==> config.mk <==
export PLATFORM = sky130hd
export DESIGN_NAME = fetch_stage
export DESIGN_NICKNAME = d
export VERILOG_FILES = /design/src/rtl/fetch_stage.sv
export SDC_FILE = /design/constraint.sdc
export NUM_CORES = 1
export LEC_CHECK = 0
export BUFFER_PORTS_ARGS = -buffer_cell sky130_fd_sc_hd__buf_2
export CELL_PAD_IN_SITES_DETAIL_PLACEMENT = 1
export CELL_PAD_IN_SITES_GLOBAL_PLACEMENT = 2
export CORE_MARGIN = 5
export CORE_UTILIZATION = 38
export CTS_BUF_LIST = sky130_fd_sc_hd__clkbuf_16
export DETAILED_ROUTE_END_ITERATION = 8
export HOLD_SLACK_MARGIN = 0.06
export PLACE_DENSITY_LB_ADDON = 0.3
export SLEW_MARGIN = 10
export SYNTH_ARGS = -nofsm -noshare
export SYNTH_HDL_FRONTEND = slang
export SYNTH_SLANG_ARGS = --single-unit
==> constraint.sdc <==
create_clock -name i_clk -period 16.7 [get_ports i_clk]
set_clock_uncertainty 0.15 [all_clocks]
set_input_delay 3.34 -clock i_clk [delete_from_list [all_inputs] [get_ports i_clk]]
set_output_delay 3.34 -clock i_clk [all_outputs]
set_load 0.01 [all_outputs]
==> src/rtl/fetch_stage.sv <==
// Instruction fetch stage with a one-entry skid buffer and IF/ID register.
// Define FETCH_PERF_EN to add the fetch/bubble performance counters.
module fetch_stage #(
  parameter logic [31:0] RESET_PC  = 32'h0000_0000,
  parameter logic [31:0] NOP_INSTR = 32'h0000_0013
) (
  input  logic        i_clk,
  input  logic        i_reset,
  input  logic        i_stall,
  input  logic        i_redirect,
  input  logic [31:0] i_redirect_pc,
  output logic        o_imem_req,
  output logic [31:0] o_imem_addr,
  input  logic [31:0] i_imem_rdata,
  output logic        o_if_vld,
  output logic [31:0] o_if_pc,
  output logic [31:0] o_if_pc4,
  output logic [31:0] o_if_instr
`ifdef FETCH_PERF_EN
  ,
  output logic [31:0] o_perf_fetch_cnt,
  output logic [31:0] o_perf_bubble_cnt
`endif
);

  logic [31:0] pc_q, pc_d;
  logic        rsp_vld_q, rsp_vld_d;
  logic [31:0] rsp_pc_q, rsp_pc_d;
  logic        sk_vld_q, sk_vld_d;
  logic [31:0] sk_pc_q, sk_pc_d;
  logic [31:0] sk_instr_q, sk_instr_d;
  logic        if_vld_q, if_vld_d;
  logic [31:0] if_pc_q, if_pc_d;
  logic [31:0] if_pc4_q, if_pc4_d;
  logic [31:0] if_instr_q, if_instr_d;

  always_comb begin
    pc_d       = pc_q;
    rsp_vld_d  = 1'b0;
    rsp_pc_d   = rsp_pc_q;
    sk_vld_d   = sk_vld_q;
    sk_pc_d    = sk_pc_q;
    sk_instr_d = sk_instr_q;
    if_vld_d   = if_vld_q;
    if_pc_d    = if_pc_q;
    if_pc4_d   = if_pc4_q;
    if_instr_d = if_instr_q;

    if (i_redirect) begin
      // Redirect wins over stall: flush skid and any outstanding response.
      sk_vld_d   = 1'b0;
      if_vld_d   = 1'b0;
      if_instr_d = NOP_INSTR;
    end else if (i_stall) begin
      // Request rule guarantees the skid is empty whenever a response lands here.
      if (rsp_vld_q) begin
        sk_vld_d   = 1'b1;
        sk_pc_d    = rsp_pc_q;
        sk_instr_d = i_imem_rdata;
      end
    end else if (sk_vld_q) begin
      if_vld_d   = 1'b1;
      if_pc_d    = sk_pc_q;
      if_pc4_d   = sk_pc_q + 32'd4;
      if_instr_d = sk_instr_q;
      if (rsp_vld_q) begin
        sk_pc_d    = rsp_pc_q;
        sk_instr_d = i_imem_rdata;
      end else begin
        sk_vld_d = 1'b0;
      end
    end else if (rsp_vld_q) begin
      if_vld_d   = 1'b1;
      if_pc_d    = rsp_pc_q;
      if_pc4_d   = rsp_pc_q + 32'd4;
      if_instr_d = i_imem_rdata;
    end else begin
      if_vld_d   = 1'b0;
      if_instr_d = NOP_INSTR;
    end

    // Only request when the response is guaranteed a free slot next cycle.
    o_imem_req  = i_redirect | ~sk_vld_d;
    o_imem_addr = i_redirect ? i_redirect_pc : pc_q;
    if (o_imem_req) begin
      pc_d      = o_imem_addr + 32'd4;
      rsp_vld_d = 1'b1;
      rsp_pc_d  = o_imem_addr;
    end
  end

  always_ff @(posedge i_clk or posedge i_reset) begin
    if (i_reset) begin
      pc_q       <= RESET_PC;
      rsp_vld_q  <= 1'b0;
      rsp_pc_q   <= 32'd0;
      sk_vld_q   <= 1'b0;
      sk_pc_q    <= 32'd0;
      sk_instr_q <= NOP_INSTR;
      if_vld_q   <= 1'b0;
      if_pc_q    <= 32'd0;
      if_pc4_q   <= 32'd4;
      if_instr_q <= NOP_INSTR;
    end else begin
      pc_q       <= pc_d;
      rsp_vld_q  <= rsp_vld_d;
      rsp_pc_q   <= rsp_pc_d;
      sk_vld_q   <= sk_vld_d;
      sk_pc_q    <= sk_pc_d;
      sk_instr_q <= sk_instr_d;
      if_vld_q   <= if_vld_d;
      if_pc_q    <= if_pc_d;
      if_pc4_q   <= if_pc4_d;
      if_instr_q <= if_instr_d;
    end
  end

  assign o_if_vld   = if_vld_q;
  assign o_if_pc    = if_pc_q;
  assign o_if_pc4   = if_pc4_q;
  assign o_if_instr = if_instr_q;

`ifdef FETCH_PERF_EN
  logic [31:0] fetch_cnt_q, fetch_cnt_d;
  logic [31:0] bubble_cnt_q, bubble_cnt_d;
  logic        if_load;

  // IF/ID is (re)loaded on every edge except a plain stall.
  assign if_load = i_redirect | ~i_stall;

  always_comb begin
    fetch_cnt_d  = fetch_cnt_q;
    bubble_cnt_d = bubble_cnt_q;
    if (if_load) begin
      if (if_vld_d) fetch_cnt_d  = fetch_cnt_q + 32'd1;
      else          bubble_cnt_d = bubble_cnt_q + 32'd1;
    end
  end

  always_ff @(posedge i_clk or posedge i_reset) begin
    if (i_reset) begin
      fetch_cnt_q  <= 32'd0;
      bubble_cnt_q <= 32'd0;
    end else begin
      fetch_cnt_q  <= fetch_cnt_d;
      bubble_cnt_q <= bubble_cnt_d;
    end
  end

  assign o_perf_fetch_cnt  = fetch_cnt_q;
  assign o_perf_bubble_cnt = bubble_cnt_q;
`endif

endmodule

# Yosys cells after proc, flatten, opt, wreduce, memory -nomap -nowiden
# Cells that the tools add are included.
[totals]
reg_bits = 227
word_cells = 46
input_bits = 68
[classes]
n_addsub = 3
bitwise_logic = 4
n_reduce_logical = 4
n_mux = 24
n_eq_ne = 1
[ops]
columns = ["operator", "n"]
rows = [
  ["two-way mux 32 bit", 15],
  ["adder 32 x 3 -> 32 bit (second input constant)", 3],
  ["two-way mux 1 bit", 9],
  ["nonzero test 2 bit", 2],
  ["inverter 1 bit", 3],
  ["AND reduction 3 bit", 1],
  ["inequality test 2 x 1 -> 1 bit (second input constant)", 1],
  ["AND reduction 2 bit", 1],
  ["bitwise OR 1 bit", 1],
]

# Depth between registers and ports, before layout
# Gate-level depths: netlist (run 1).
[logic_depth]
word_depth = 7
ltp_mapped = 12

# Worst setup path before layout (run 1)
# No wires, ideal clock.
[synth_timing]
kind = "input-to-output"
from = "input port i_redirect"
to = "output port o_imem_req"
cell_stages = 9
path_slack_ns = 8.501
t_required_ns = 13.210
t_arrival_ns = 4.709
n_path_buf = 6
cell_sequence = "buf_6 > buf_8 > buf_8 > inv_2 > and2_1 > clkbuf_1 > inv_2 > clkbuf_1 > buf_1"
[synth_between]
elab_chain_cells = 3
[synth_lines]
columns = ["element", "line_no", "rtl"]
rows = [
  ["start: declaration", "10", "input logic i_redirect,"],
  ["two-way mux 1 bit", "49", "if (i_redirect) begin"],
  ["inverter 1 bit", "83", "o_imem_req = i_redirect | ~sk_vld_d;"],
  ["bitwise OR 1 bit (*)", "83", ""],
  ["end: declaration", "12", "output logic o_imem_req,"],
]
# Mark *: on every way between the ends. The rest lies on a longest branch, timed or not.

# Worst setup path in the final report (run 1)
# Ends and elaborated chain as after synthesis.

==> qor.yml, run 1 <==
status: "complete, no violations"
dieArea_mm2: 0.0328
utilization_pct: 45.5
cp-end-kind: "output port"
vias: 8939
rsz0062_at_grt: "no"
synth.avg_cell_area_um2: 10.1
grt_pass1_vias: 8964
grt_pass1_wl_um: 51400
synth_top_family_by_area: "simple AND/OR/NAND/NOR gates"
antenna_found_initial: 0
finalSetupTns_ps: 0
cp_max_fo: 63
yosysSeqAreaShare_pct: 50.3
wl_per_cell_um: 19.1
fmax_ghz: 0.114
cts_sinks: 223
finalHoldViolCount: 0
synthAdderAreaFrac_pct: 0.315
yosys.area.top_type: "dfrtp_1"
yosys_register_bits: 223
min_path_type: "reg2reg"
synth_most_common_cell: "dfrtp_1"
path_cells: "buf_4 -> buf_4 -> inv_2 -> and2_1 -> buf_4 -> inv_2 -> buf_2"
ir_drop_uv: 63.3
fin_nets: 1341
max_stage_delay_ps: 670
cts_hold_buf: 0
drt_first_pass_iters: 5
path_common_cell: "buf_4"
antenna_cells: 0
ant_nets: 0
synth_xor_xnor_area_share_pct: 2.36
cp.arrival_ps: 5290
fp.dieH_um: 181
post-cts-setup-buffers: 0
synthSimpleGateAreaFrac_pct: 16.7
design.core.area_mm2: 0.0288
setup_viol: 0
synth_compound_area_share_pct: 13.4
power_mw: 1.70
period_share_pct: 52.6
grt_overflow: 0
power_leakage_nw: 5.99
synth_enable_flop_cells: 0
path_class: "in2out"
tightestPinTransition_ps: 988
ys_async_sr_fraction_pct: 100
cts_buffers: 25
num_rows: 62
grt_start_max_net_pins: 112
synth_area_leaders: "dfrtp_1 (49%), mux2_2 (8.5%), nor2_1 (4.6%), mux2i_1 (4.2%), nand2_1 (4.0%)"
cap_violations: 0
max-slew-margin-rel_pct: 34.2
muxShareOfSynthArea_pct: 12.7
initial_utilization_pct: 38.6
first_iter_violations: 515
min_period_ps: 8780
synth_top_area_share_pct: 48.6
port_buffers: 197
power.density_mw_per_mm2: 130
cts_resized: 0
synth_ff_type: "dfrtp_1"
nFillCells: 3295
pin_count: 198
syn_nets: 1174
cts_buffer_depth: 3
required_ps: 13210
slew_viol_final: 0
viasPerCell: 5.35
netlist_instances: 1104
synthTopCellsByCount: "dfrtp_1 (216), nor2_1 (137), nand2_1 (119)"
cp_slowest_cell: "buf_4"
cts-htree-levels: 1
syn-cell-area_mm2: 0.0111
clk_latency_ps: 510
cts_tree: "built"
synth_cell_type_count: 62
hpwl_um: 22500
layout-drive-gt1-share_pct: 27.4
routed_wl_um: 31900
drc: 0
clkTransAtPathRegs_ps: 60
ys_warn_count: 0
areaGrowthSynthToFinish_pct: 17.7
start_kind: "input pin"
grt_use_total_pct: 18.9
die_width_um: 181
cts_root_buffer: "clkbuf_16"
gp_congestion: 0.841
[layout make-up]
type / instances / area [um2] / area share, %
flip-flops and latches: 223 / 5590 / 42.8
multi-input cells: 784 / 5050 / 38.6
repair buffers: 209 / 1080 / 8.24
clock buffers: 25 / 626 / 4.78
well taps: 384 / 480 / 3.67
clock inverters: 19 / 138 / 1.05
inverters: 28 / 113 / 0.861
[registers in the layout, summed over array words and instances, names as in the netlist]
| name | count |
|---|---|
| rsp_pc_q | 30 |
| o_if_vld | 1 |
| o_if_instr | 32 |
| sk_instr_q | 32 |
| o_if_pc | 32 |
| pc_q | 32 |
| sk_vld_q | 1 |
| o_if_pc4 | 30 |
| sk_pc_q | 32 |
| rsp_vld_q | 1 |
[critical path: cells and delay by family]
family	cells	cell delay (ps)
buf+inv	6	1650
simple gates	1	180
[cells in the final DEF, fill, tap and decap left out, types with 3 or more instances in the layout]
master and instances:
a22oi_1 40, o31a_1 3, nor2_1 137, nor4_1 3, o211ai_1 3, nor2b_1 4, buf_4 13, buf_2 196
dfstp_2 7, a222oi_1 3, o21ai_0 50, inv_1 31, o21a_1 7, nand3_1 44, nand3b_1 20, clkbuf_16 25
dfrtp_1 215, a21o_1 5, and2_1 3, o31ai_1 15, nand4b_1 7, clkinv_1 6, clkinv_2 3, xor2_1 8
and4_1 5, or4_1 7, a32o_1 3, a221oi_1 3, a21oi_2 3, mux2i_1 47, mux2_2 84, xnor2_1 22
a211oi_1 3, nand4_1 19, nand2_1 119, nor3_1 8, and3_1 6, a21oi_1 74
[worst paths after layout]
path / startpoint / endpoint / slack (ps) / depth (start not counted)
hold / removal: o_if_pc4[2] / o_if_pc4[2] / 310 / 2
setup reg to reg: sk_vld_q / o_if_pc4[26] / 12950 / 8
min in group asynchronous: i_reset / o_if_instr[6] / 2780 / 2
setup / recovery: i_redirect / o_imem_req / 7920 / 7
hold reg to reg: o_if_pc4[2] / o_if_pc4[2] / 310 / 2
max in group asynchronous: i_reset / sk_vld_q / 11450 / 4
[layer usage]
layer / GRT usage (%) / part of all wire, %
met4: 2.76 / 1.2
met5: 0 / 0
met1: 29.9 / 51
met2: 28.0 / 43
met3: 2.65 / 4.4
[cells by family (layout without fill, tap and decap cells)]
| logic type | Yosys count | count (layout) |
|---|---|---|
| multiplexers | 131 | 131 |
| XOR/XNOR | 30 | 30 |
| flip-flops | 223 | 223 |
| buffers and inverters | 97 | 281 |
| adder cells (fa/ha/maj) | 3 | 3 |
| AO/OA/AOI/OAI | 228 | 228 |
| AND/OR/NAND/NOR | 392 | 392 |
[power breakdown]
part | total, mW | switching (mW) | leakage [nW] | internal, mW
Clock | 0.521 | 0.220 | 0.398 | 0.301
Combinational | 0.416 | 0.239 | 2.92 | 0.177
Sequential | 0.763 | 0.0998 | 2.67 | 0.663
[metrics by stage]
stage / instances / worst slack (ps) / hold slack (ps) / area [um2]
floorplan: 1104 / 7120 / 295 / 11100
detailed placement: 1628 / 7950 / 301 / 12300
global route: 1672 / 7780 / 328 / 13100
global placement: 1628 / 8000 / 298 / 12300
CTS: 1672 / 7930 / 311 / 13100
finish: 1672 / 7920 / 308 / 13100
No activity file was read; power rests on OpenSTA's default activity.
==> run 2: changes to the inputs <==
--- a/config.mk
+++ b/config.mk
@@ -9,7 +9,7 @@
 export CELL_PAD_IN_SITES_DETAIL_PLACEMENT = 1
 export CELL_PAD_IN_SITES_GLOBAL_PLACEMENT = 2
 export CORE_MARGIN = 5
-export CORE_UTILIZATION = 38
+export CORE_UTILIZATION = 32
 export CTS_BUF_LIST = sky130_fd_sc_hd__clkbuf_16
 export DETAILED_ROUTE_END_ITERATION = 8
 export HOLD_SLACK_MARGIN = 0.06
==> constraint.sdc (replaced) <==
create_clock -name i_clk -period 7.11 [get_ports i_clk]
set_clock_uncertainty 0.15 [all_clocks]
set_input_delay 1.422 -clock i_clk [delete_from_list [all_inputs] [get_ports i_clk]]
set_output_delay 1.422 -clock i_clk [all_outputs]
set_load 0.01 [all_outputs]
==> qor.yml, run 2 (synthesis results as in run 1) <==
wl_per_cell_um: 19.2
dieArea_mm2: 0.0386
power.density_mw_per_mm2: 310
areaGrowthSynthToFinish_pct: 19.4
vias: 8858
final_cell_mix: "dfrtp_1 (215), buf_2 (196), nor2_1 (137), nand2_1 (119), mux2_2 (84)"
fp.dieH_um: 196
design.core.area_mm2: 0.0344
worst_hold_slack_ps: 314
path_cells: "buf_4 -> buf_4 -> mux2_2 -> buf_2"
max_stage_delay_ps: 570
cp_slowest_cell: "buf_4"
finalInstanceArea_mm2: 0.0133
min_period_ps: 4670
post-cts-setup-buffers: 0
port_buffers: 197
dp.cells: 1699
grt_pass1_vias: 9227
fin_ws_ps: 2440
antenna_cells: 0
clk_latency_ps: 530
drc: 0
grt_start_max_net_pins: 147
cp_max_fo: 65
tightestPinTransition_ps: 1040
required_ps: 5540
path_common_cell: "buf_4"
nFillCells: 3998
clkTransAtPathRegs_ps: 60
cts_tree: "built"
min_path_type: "reg2reg"
cp-end-kind: "output port"
cts_root_buffer: "clkbuf_16"
pin_count: 198
cts-htree-levels: 1
antenna_found_initial: 0
dpl_cell_area_mm2: 0.0124
fin_nets: 1343
routed_wl_um: 33600
start_kind: "input pin"
utilization_pct: 38.6
grt_pass1_wl_um: 53600
layout.cells.non_filler: 1748
layout_commonest_cell: "dfrtp_1"
ant_nets: 0
grt_use_total_pct: 17.0
slew_viol_final: 0
cts_buffers: 27
status: "complete, no violations"
period_share_pct: 65.7
drt_first_pass_iters: 7
cts_buffer_depth: 3
ir_drop_uv: 186
power_mw: 4.11
cp.arrival_ps: 3100
grt_overflow: 0
finalHoldViolCount: 0
num_rows: 68
fmax_ghz: 0.214
finalSetupTns_ps: 0
power_leakage_nw: 6.02
cts_resized: 0
initial_utilization_pct: 32.3
cts_hold_buf: 0
max-slew-margin-rel_pct: 30.5
rsz0062_at_grt: "no"
dpl_worst_slack_ps: 2440
path_class: "in2out"
die_width_um: 196
cap_violations: 0
gp_congestion: 0.752
cts_sinks: 223
hpwl_um: 23800
first_iter_violations: 360
viasPerCell: 5.07
rrSetupSlack_ps: 3440
setup_viol: 0
layout-drive-gt1-share_pct: 27.5
## run 2: layer usage
metal	track usage (%)	share of wire [%]	vias to the layer above
li1	-	-	4265
met1	26.7	52	4397
met2	25.2	43	164
met3	2.41	4.0	32
met4	3.31	1.4	0
met5	0	0	-
## run 2: layout make-up
cell class / instances / area (um2) / share of cell area [%]
well taps: 455 / 569 / 4.29
repair buffers: 209 / 1090 / 8.22
multi-input cells: 784 / 5050 / 38.1
clock buffers: 27 / 676 / 5.09
inverters: 28 / 109 / 0.821
clock inverters: 22 / 174 / 1.31
flip-flops and latches: 223 / 5590 / 42.2
## run 2: critical path: cells and delay by family
kind,cells,cell delay (ps)
buf+inv,3,1210
mux,1,380
## run 2: worst paths after layout
check,startpoint,endpoint,depth (start not counted)
worst min-delay path,o_if_pc4[2],o_if_pc4[2],2
worst max register to register,sk_vld_q,o_if_pc[2],6
max in group asynchronous,i_reset,sk_instr_q[24],3
worst max-delay path,i_redirect,o_imem_addr[1],4
min in group asynchronous,i_reset,sk_instr_q[3],3
worst min register to register,o_if_pc4[2],o_if_pc4[2],2
## run 2: power breakdown
group / leakage [nW] / internal [mW] / switching (mW)
registers: 2.67 / 1.56 / 0.243
logic: 2.92 / 0.415 / 0.563
clock network: 0.432 / 0.793 / 0.542
total: 6.02 / 2.77 / 1.35
